[src/rtl/seg7_scan.sv]
// rtl/seg7_scan.sv - four-digit multiplexed seven-segment scan driver with per-frame latching
module seg7_scan #(
  parameter int DIV = 50000
) (
  input  logic        clk,
  input  logic        rst,
  input  logic        en,
  input  logic [15:0] value,
  input  logic [3:0]  dp,
  input  logic        blank_lz,
  output logic [3:0]  an,
  output logic [6:0]  seg,
  output logic        dp_n,
  output logic        frame_start
);

  // Prescaler width; guarded so a degenerate DIV still yields a legal vector.
  localparam int PW = (DIV > 1) ? $clog2(DIV) : 1;
  localparam logic [PW-1:0] P_LAST = PW'(DIV - 1);

  localparam logic [3:0] AN_OFF  = 4'b1111;
  localparam logic [6:0] SEG_OFF = 7'h7F;

  // Scan state
  logic [PW-1:0] p_q, p_d;
  logic [1:0]    idx_q, idx_d;
  logic [15:0]   lv_q, lv_d;
  logic [3:0]    ldp_q, ldp_d;
  // Set on the 3 -> 0 wrap, consumed by the first enabled output cycle of the frame.
  logic          wrap_q, wrap_d;

  // Output registers
  logic [3:0] an_q, an_d;
  logic [6:0] seg_q, seg_d;
  logic       dp_n_q, dp_n_d;
  logic       fs_q, fs_d;

  logic       tick;
  logic       frame_end;
  logic [3:0] nib;
  logic       blank;

  // Hex digit to active-low {g,f,e,d,c,b,a} pattern.
  function automatic logic [6:0] hexfont(input logic [3:0] n);
    logic [6:0] s;
    case (n)
      4'h0: s = 7'h40;
      4'h1: s = 7'h79;
      4'h2: s = 7'h24;
      4'h3: s = 7'h30;
      4'h4: s = 7'h19;
      4'h5: s = 7'h12;
      4'h6: s = 7'h02;
      4'h7: s = 7'h78;
      4'h8: s = 7'h00;
      4'h9: s = 7'h10;
      4'hA: s = 7'h08;
      4'hB: s = 7'h03;
      4'hC: s = 7'h46;
      4'hD: s = 7'h21;
      4'hE: s = 7'h06;
      default: s = 7'h0E;
    endcase
    return s;
  endfunction

  assign tick      = en & (p_q == P_LAST);
  assign frame_end = tick & (idx_q == 2'd3);

  // Next-state for prescaler, digit index and the frame latch.
  always_comb begin
    p_d    = p_q;
    idx_d  = idx_q;
    lv_d   = lv_q;
    ldp_d  = ldp_q;
    wrap_d = wrap_q;
    if (tick) begin
      p_d   = '0;
      idx_d = idx_q + 2'd1;
    end else if (en) begin
      p_d = p_q + 1'b1;
    end
    if (frame_end) begin
      lv_d   = value;
      ldp_d  = dp;
      wrap_d = 1'b1;
    end else if (en) begin
      wrap_d = 1'b0;
    end
  end

  // Current nibble and leading-zero blanking for the digit being scanned.
  always_comb begin
    nib = lv_q[{idx_q, 2'b00} +: 4];
    case (idx_q)
      2'd1:    blank = (lv_q[15:4] == 12'h000);
      2'd2:    blank = (lv_q[15:8] == 8'h00);
      2'd3:    blank = (lv_q[15:12] == 4'h0);
      default: blank = 1'b0;
    endcase
    blank = blank & blank_lz;
  end

  // Output decode: dark when disabled, otherwise the selected digit.
  always_comb begin
    an_d   = AN_OFF;
    seg_d  = SEG_OFF;
    dp_n_d = 1'b1;
    fs_d   = 1'b0;
    if (en) begin
      an_d   = ~(4'b0001 << idx_q);
      seg_d  = blank ? SEG_OFF : hexfont(nib);
      dp_n_d = ~ldp_q[idx_q];
      fs_d   = wrap_q;
    end
  end

  // State and output registers with synchronous reset.
  always_ff @(posedge clk) begin
    if (rst) begin
      p_q    <= '0;
      idx_q  <= 2'd0;
      lv_q   <= 16'h0000;
      ldp_q  <= 4'h0;
      wrap_q <= 1'b0;
      an_q   <= AN_OFF;
      seg_q  <= SEG_OFF;
      dp_n_q <= 1'b1;
      fs_q   <= 1'b0;
    end else begin
      p_q    <= p_d;
      idx_q  <= idx_d;
      lv_q   <= lv_d;
      ldp_q  <= ldp_d;
      wrap_q <= wrap_d;
      an_q   <= an_d;
      seg_q  <= seg_d;
      dp_n_q <= dp_n_d;
      fs_q   <= fs_d;
    end
  end

  assign an          = an_q;
  assign seg         = seg_q;
  assign dp_n        = dp_n_q;
  assign frame_start = fs_q;

endmodule

[config.mk]
export PLATFORM = sky130hd
export DESIGN_NAME = seg7_scan
export DESIGN_NICKNAME = d
export VERILOG_FILES = /design/src/rtl/seg7_scan.sv
export SDC_FILE = /design/constraint.sdc
export NUM_CORES = 1
export LEC_CHECK = 0
export ABC_AREA = 1
export CAP_MARGIN = 30
export CORE_MARGIN = 1
export CORE_UTILIZATION = 55
export DETAILED_ROUTE_END_ITERATION = 8
export PLACE_DENSITY = 0.83
export SYNTH_ARGS = -nofsm -noshare
export SYNTH_HDL_FRONTEND = slang
export SYNTH_SLANG_ARGS = --single-unit
[constraint.sdc]
create_clock -name clk -period 2.1 [get_ports clk]
set_clock_uncertainty 0.1 [all_clocks]
set_input_delay 0.21 -clock clk [delete_from_list [all_inputs] [get_ports clk]]
set_output_delay 0.21 -clock clk [all_outputs]
set_load 0.1 [all_outputs]
After elaboration in Yosys (flattened, before gate mapping)
Memories as Yosys holds them, arrays and structs flattened. A register that Yosys moved wholly into a read port is not among the register bits.
Cells that the tools add are included.
{ "classes": {"n_addsub": 2, "magnitude_cmp": 1, "n_eq_ne": 4, "shift": 2, "muxes": 5, "n_bitwise": 6, "n_reduce_logical": 7} }
{ "op_table": {"columns": ["op", "n"], "rows": [
  ["adder 16 x 1 -> 16 bit, second input constant", 1],
  ["equality test 16 bit, second input constant", 1],
  ["indexed part select 16 x 5 -> 4 bit", 1],
  ["zero test 12 bit", 1],
  ["zero test 8 bit", 1],
  ["equality test 2 bit, second input constant", 2],
  ["zero test 4 bit", 1],
  ["NOT 4 bit", 1],
  ["OR reduction 2 bit", 2],
  ["left shift 1 x 2 -> 4 bit, first input constant", 1],
  ["AND 1 bit", 3],
  ["less-than comparator 2 x 3 -> 1 bit, second input constant", 1],
  ["two-way mux 1 bit", 3],
  ["case mux 1 bit (3 select lines)", 1],
  ["OR reduction 3 bit", 1],
  ["adder 2 x 1 -> 2 bit, second input constant", 1],
  ["binary-select mux 1 bit (select 2 bit)", 1],
  ["equality test 2 x 1 -> 1 bit, second input constant", 1],
  ["NOT 1 bit", 2],
  ["nonzero test 2 bit", 1]
]} }
{ "word_totals": {"reg_bits": 45, "rom_bits": 112, "in_bits": 24, "output_inout_bits": 13, "word_cells": 36, "memories": 1} }
{ "memory_table": {"columns": ["name", "words", "width", "rd", "rd_ports_with_merged_regs", "wr", "line_no", "source"], "rows": [
  ["(no name shown)", 16, 7, 1, 1, 0, "46", "case (n)"]
]} }

Logic depth before layout (Yosys ltp)
Gate-level depths: netlist of run 1.
{ "logic_depth": {"depth_word": 4, "mapped_depth": 11, "ltp_nobuf": 11} }

Worst setup path after synthesis of run 1
OpenSTA, ideal clock, no wires.
{ "synth_path": {"kind": "flip-flop to flip-flop", "from": "register idx_q[0]", "to": "register seg_q[3] (netlist: seg[3])", "setup_time_ps": 58, "arrival_time_ps": 1506, "required_time_ps": 1942, "setup_slack_ps": 436, "path_stages_with_launch": 11, "path_buffers": 1, "synth_period_minus_slack_ps": 1664, "cell_sequence": "dfxtp_1 > buf_4 > nand2_1 > nand3_1 > nand2_1 > inv_1 > ha_1 > nand3b_1 > nand3_1 > nand2_1 > nand2_1"} }
{ "synth_between": {"elab_chain_cells": 4, "elab_cells_between_ends": 7, "classes_between": "eq/ne: 3; shift: 1; mux: 1; bitwise: 1; reduce/logical: 1"} }
{ "synth_rtl": {"columns": ["element", "line_no", "source"], "rows": [
  ["start, declared", "26", "logic [1:0] idx_q, idx_d;"],
  ["start signal, assigned", "132", "idx_q <= idx_d;"],
  ["equality test 2 bit / equality test 2 x 1 -> 1 bit (equally long branches)", "95", "case (idx_q)"],
  ["case mux 1 bit (3 select lines)", "95", null],
  ["AND 1 bit", "101", "blank = blank & blank_lz;"],
  ["OR reduction 3 bit (no source line)", null, null],
  ["end, declared", "34", "logic [6:0] seg_q, seg_d;"]
]} }
Several ways; a longest one is shown, not always the timed one.
A chain may end at the register's enable or synchronous reset.

Worst setup path in the final report of run 1
{ "layout_path": {"from": "register idx_q[1]", "to": "register seg_q[3] (netlist: seg[3])"} }
The elaborated chain is that of the path after synthesis.

==> results.json, run 1 <==
{
  "clock_sinks": 52,
  "post-place-ws_ns": 0.117,
  "grt_pass1_vias": 2238,
  "synth_cell_type_count": 29,
  "ioPinCount": 37,
  "wl_mm": 5.49,
  "p_int_mw": 1.32,
  "synth-main-ff-cell": "dfxtp_1",
  "dp_hpwl_mm": 4.03,
  "rr_endpoint": "seg[3]",
  "ys_seq_elements": 52,
  "syn_nets": 439,
  "grt_usage_pct": 22.9,
  "cts_hold_buf": 0,
  "yosys_warnings": 0,
  "cts_max_level": 2,
  "cts_tree": "built",
  "ff2ff_setup_slack_ns": 0.17,
  "p_clk_share_pct": 34.3,
  "fp.dieArea_mm2": 0.00522,
  "synth_top_family_by_area": "simple AND/OR/NAND/NOR gates",
  "hold_start": "wrap_q",
  "setup_viol": 0,
  "vias_per_cell": 4.87,
  "drv_cap": 0,
  "hold-path-cell-count": 2,
  "rsz0062_at_grt": "no",
  "place.gp.congestion": 0.863,
  "fmax_ghz": 0.517,
  "rr_startpoint": "idx_q[1]",
  "p_seq_share_pct": 57.3,
  "antenna_cells": 0,
  "drc": 0,
  "setup.worst_path.class": "register to register",
  "antenna_found_initial": 0,
  "drt.antenna.violating_nets": 0,
  "finalSetupTns_ns": 0,
  "dr.pass1.iters": 4,
  "synth.avg_cell_area_um2": 6.73,
  "vdd_drop_max_uv": 325,
  "routed-wl-met2_mm": 2.69,
  "num_rows": 25,
  "pwr-share-comb_pct": 8.4,
  "yosys.area_share.xor_xnor_pct": 0.968,
  "drive_gt1_share_pct": 10.6,
  "via_count": 2478,
  "async_reset_ff_share_pct": 0,
  "cts-resized-gates": 0,
  "end_kind": "register",
  "synthSimpleGateAreaFrac_pct": 41.0,
  "min_to": "frame_start",
  "final_core_util_pct": 67.3,
  "highest_layer": "met4",
  "cp.required_ns": 2.26,
  "port_buffers": 36,
  "start_kind": "register",
  "met3_length_um": 159,
  "min_path_type": "register to register",
  "syn_area_mm2": 0.00271,
  "cts_buffers": 5,
  "maxSlewViolCount": 0,
  "fp.dieW_um": 72.2,
  "synth_compound_area_share_pct": 4.33,
  "wl_met1_mm": 2.57,
  "drt_iter0_drc": 158,
  "switching_share_pct": 24.4,
  "root_buffer": "clkbuf_8",
  "relSlewSlack_pct": 70.5,
  "synthAdderAreaFrac_pct": 5.53,
  "path_max_fanout": 9,
  "arrival_ns": 2.09,
  "tightest_slew_ns": 0.442,
  "clkTransAtPathRegs_ns": 0.10,
  "finalCriticalPeriod_ns": 1.93,
  "core_mm2": 0.00472,
  "post_drt_wl_per_cell_um": 10.8,
  "clk_path_buf_depth": 2,
  "post_cts_buffers": 0,
  "synthMuxAreaShare_pct": 0,
  "r2r_cells": 9,
  "finalPower_mw": 1.75,
  "grt_start_max_net_pins": 42,
  "hold_viol_final": 0,
  "grt.overflow.total": 0,
  "die_y_um": 72.2,
  "synth_cells": 403,
  "synth_edf_count": 0,
  "start_util_pct": 57.5,
  "finalCritPeriodShare_pct": 92.0,
  "grt_pass1_wl_mm": 9.53,
  "p_per_area_mw_per_mm2": 549,
  "area_delta_synth_final_pct": 17.2,
  "fin_nets": 477,
  "leakage_nw": 1.43,
  "status": "finished, final reports clean",
  "clk_latency_ns": 0.30,
  "fin_ws_ns": 0.167,
  "seq_area_frac_synth_pct": 38.4,
  "netSwitchingPower_mw": 0.426
}
==> critical path, stage by stage, from the launching register on <==
cell and delay, ns:
dfxtp_1 0.55, inv_2 0.15, nand3_1 0.13, nand2_1 0.14, inv_1 0.19, ha_1 0.27, nand3b_1 0.15, nand3_1 0.09
nand2_1 0.05, nand2_1 0.05
==> Yosys cell counts, types with 2 or more instances <==
| cell type | instances | area, um^2 |
|---|---|---|
| nand3_1 | 35 | 175 |
| nor2_1 | 70 | 263 |
| nand3_2 | 2 | 20.0 |
| nor2_4 | 2 | 22.5 |
| nand2_2 | 6 | 37.5 |
| o21ai_0 | 7 | 35.0 |
| xor2_1 | 2 | 17.5 |
| a21oi_2 | 2 | 17.5 |
| inv_1 | 45 | 169 |
| buf_6 | 3 | 33.8 |
| a21oi_1 | 12 | 60.1 |
| nand4_1 | 7 | 43.8 |
| ha_1 | 12 | 150 |
| nor3_1 | 3 | 15.0 |
| inv_2 | 4 | 15.0 |
| buf_2 | 4 | 20.0 |
| nand2_1 | 117 | 439 |
| buf_4 | 2 | 15.0 |
| nand3b_1 | 4 | 30.0 |
| nor2_2 | 4 | 25.0 |
| dfxtp_1 | 52 | 1040 |
==> flip-flops by register name, summed over array words and instances (netlist names) <==
register,cells
lv_q,16
p_q,16
seg,7
an,4
ldp_q,4
idx_q,2
dp_n,1
frame_start,1
wrap_q,1
==> final cells by class <==
| cell class | count | area, um^2 |
|---|---|---|
| Multi-Input combinational cell | 291 | 1410 |
| Clock inverter | 1 | 7.51 |
| Sequential cell | 52 | 1040 |
| Tap cell | 67 | 83.8 |
| Clock buffer | 7 | 86.3 |
| Fill cell | 428 | 1540 |
| Inverter | 51 | 196 |
| Timing Repair Buffer | 40 | 358 |
==> power by group through the flow <==
stage | Combinational (mW) | Clock, mW | Sequential (mW)
finish | 0.147 | 0.600 | 1.00
detailed placement | 0.147 | 0 | 1.02
floorplan | 0.0310 | 0 | 1.08
global route | 0.157 | 0.642 | 1.00
global placement | 0.148 | 0 | 1.02
CTS | 0.148 | 0.614 | 1.00
==> cell usage in the layout, fill, tap and decap left out, drive strengths merged, types with 2 or more instances in the layout <==
master and n:
ha 12, nand2 124, inv 49, clkdlybuf4s50 23, nand3b 4, nor3 3, dfxtp 52, xor2 2
nor2 76, buf 17, nand3 38, nand4 7, o21ai 8, clkbuf 7, a21oi 14, clkinv 2
==> metal layers <==
| layer | global-route usage, % | vias up |
|---|---|---|
| met4 | 7.63 | 0 |
| met2 | 40.9 | 42 |
| met5 | 0 | - |
| met3 | 3.75 | 5 |
| met1 | 27.8 | 1116 |
| li1 | - | 1315 |
==> worst max-delay path by stage <==
stage / end / depth (start not counted) / slack (ns) / from
2_1_floorplan: seg[3] / 10 / 0.44 / idx_q[0]
3_3_place_gp: lv_q[4] / 6 / 0.16 / en
3_5_place_dp: lv_q[10] / 6 / 0.12 / en
4_1_cts: seg[3] / 9 / 0.16 / idx_q[1]
5_1_grt: seg[1] / 9 / 0.003 / idx_q[1]
6_report: seg[3] / 9 / 0.17 / idx_q[1]
==> per-stage QoR <==
stage / instances / instance area (um^2) / hold slack, ns
floorplan: 403 / 2710 / 0.172
global placement: 501 / 3090 / 0.334
detailed placement: 501 / 3090 / 0.332
CTS: 509 / 3180 / 0.349
global route: 509 / 3180 / 0.363
finish: 509 / 3180 / 0.344
==> cells by family after synthesis <==
| family | Yosys count |
|---|---|
| flops | 52 |
| fa+ha+maj | 12 |
| compound gates | 22 |
| xor+xnor | 3 |
| simple gates | 254 |
| buf+inv | 60 |
Note: power is estimated with default switching activity, not from simulation.
==> inputs of run 2 (changes only) <==
CTS_BUF_LIST = sky130_fd_sc_hd__clkbuf_2   (was default)
==> run 2 against run 1 <==
Net effect:
- flip-flop and latch count unchanged
- sequential share of layout area grew 0.58 points
- fmax is 4.2% higher
==> results.json, run 2 (synthesis results as in run 1) <==
{
  "status": "finished, final reports clean",
  "start_util_pct": 57.5,
  "rr_endpoint": "lv_q[10]",
  "whs_ns": 0.206,
  "r2r_cells": 6,
  "post-place-ws_ns": 0.117,
  "wl_mm": 5.38,
  "cp.required_ns": 2.38,
  "drv_cap": 0,
  "die_y_um": 72.2,
  "fillers": 436,
  "use_met2_pct": 40.3,
  "switching_share_pct": 26.4,
  "dpl_cell_area_mm2": 0.00309,
  "leakage_nw": 1.41,
  "clkTransAtPathRegs_ns": 0.26,
  "via_count": 2498,
  "num_rows": 25,
  "area_delta_synth_final_pct": 15.3,
  "p_per_area_mw_per_mm2": 495,
  "slowest_stage": "dfxtp_1",
  "fmax_ghz": 0.539,
  "path_buf_inv": 0,
  "hold_viol_final": 0,
  "grt_usage_pct": 22.7,
  "finalSetupTns_ns": 0,
  "placed_cells": 501,
  "grt_start_max_net_pins": 42,
  "clk_latency_ns": 0.44,
  "multiInputGateArea_mm2": 0.00141,
  "rr_startpoint": "p_q[1]",
  "start_kind": "register",
  "ioPinCount": 37,
  "dr.pass1.iters": 4,
  "register_area_mm2": 0.00104,
  "grt.busiest_layer": "met2",
  "post_cts_buffers": 0,
  "path_cells": "ha_1 > nand3_1 > nor2_2 > nand3_4 > nor2_1 > nor2_1",
  "min_to": "lv_q[12]",
  "drt.antenna.violating_nets": 0,
  "end_kind": "register",
  "cts_tree": "built",
  "final_core_util_pct": 66.3,
  "layout_common_cells": "nand2_1 (117), nor2_1 (70), dfxtp_1 (51), inv_1 (45), nand3_1 (35)",
  "drt_iter0_drc": 121,
  "final_cell_area_mm2": 0.00313,
  "grt.overflow.total": 0,
  "p_clk_share_pct": 25.6,
  "hold_start": "value[12]",
  "drive_gt1_share_pct": 10.9,
  "grt_pass1_wl_mm": 9.44,
  "grt_pass1_vias": 2219,
  "port_buffers": 36,
  "cts_buffers": 5,
  "clk_path_buf_depth": 2,
  "final_common_cell": "nand2_1",
  "critPathMaxStageDelay_ns": 0.44,
  "antenna_cells": 0,
  "p_int_mw": 1.14,
  "drc": 0,
  "finalCritPeriodShare_pct": 88.3,
  "use_met3_pct": 2.92,
  "fin_ws_ns": 0.246,
  "maxSlewViolCount": 0,
  "pwr-share-comb_pct": 9.5,
  "setup.worst_path.class": "register to register",
  "setup_viol": 0,
  "cts_max_level": 2,
  "place.gp.congestion": 0.863,
  "clock_sinks": 52,
  "min_path_type": "input port to register",
  "netSwitchingPower_mw": 0.408,
  "ff2ff_setup_slack_ns": 0.25,
  "antenna_found_initial": 0,
  "root_buffer": "clkbuf_2",
  "fp.dieArea_mm2": 0.00522,
  "finalCriticalPeriod_ns": 1.85,
  "arrival_ns": 2.13,
  "vdd_drop_max_uv": 340,
  "cp_top_family": "simple AND/OR/NAND/NOR gates",
  "p_seq_share_pct": 64.9,
  "path_max_fanout": 41,
  "finalPower_mw": 1.55,
  "fin_nets": 477,
  "crit_top_cell": "nor2_1",
  "dp_hpwl_mm": 4.03,
  "rsz0062_at_grt": "no",
  "fin_cells": 509,
  "post_drt_wl_per_cell_um": 10.6,
  "relSlewSlack_pct": 70.5,
  "grt.met1_usage_pct": 27.7,
  "fp.dieW_um": 72.2,
  "core_mm2": 0.00472,
  "tightest_slew_ns": 0.443,
  "hold-path-cell-count": 3,
  "vias_per_cell": 4.91
}
run 2: cell count changes in the layout (fill, tap and decap cells not counted), sizes merged:
cell	delta
clkinv	+1
clkbuf	-1
run 2: worst max-delay path by stage:
stage / startpoint / end / slack [ns] / cells past startpoint
5_1_grt: p_q[1] / lv_q[0] / 0.03 / 7
3_5_place_dp: en / lv_q[10] / 0.12 / 6
3_3_place_gp: en / lv_q[4] / 0.16 / 6
4_1_cts: idx_q[1] / seg[3] / 0.14 / 9
6_report: p_q[1] / lv_q[10] / 0.25 / 6
2_1_floorplan: idx_q[0] / seg[3] / 0.44 / 10
run 2: worst min-delay path, delay by kind of cell:
kind / cells / cell delay [ns]
buffers and inverters: 1 / 0.39
AND/OR/NAND/NOR: 2 / 0.15
run 2: repair_timing:
action                     CTS  global route
setup endpoints to repair    0             2
hold buffers                 0             0
resized for setup            0             1
run 2: area by class of cell:
type                       count  share of cell area (%)
tap                           67                    2.68
sequential                    52                    33.3
clock buffer                   6                   0.960
timing repair buffer          40                    11.4
multi-input combinational    291                    45.0
clock inverter                 2                   0.360
inverter                      51                    6.28
run 2: power by group through the flow:
stage | Combinational, mW | Clock [mW] | Sequential (mW)
2_1_floorplan | 0.0310 | 0 | 1.08
3_3_place_gp | 0.148 | 0 | 1.02
3_5_place_dp | 0.147 | 0 | 1.02
4_1_cts | 0.148 | 0.414 | 1.01
5_1_grt | 0.157 | 0.443 | 1.01
6_report | 0.147 | 0.397 | 1.01
run 2: per-layer routing:
metal / up-vias / wire, um
met2: 49 / 2630
li1: 1320 / -
met3: 7 / 151
met4: 0 / 84
met5: - / 0
met1: 1122 / 2520
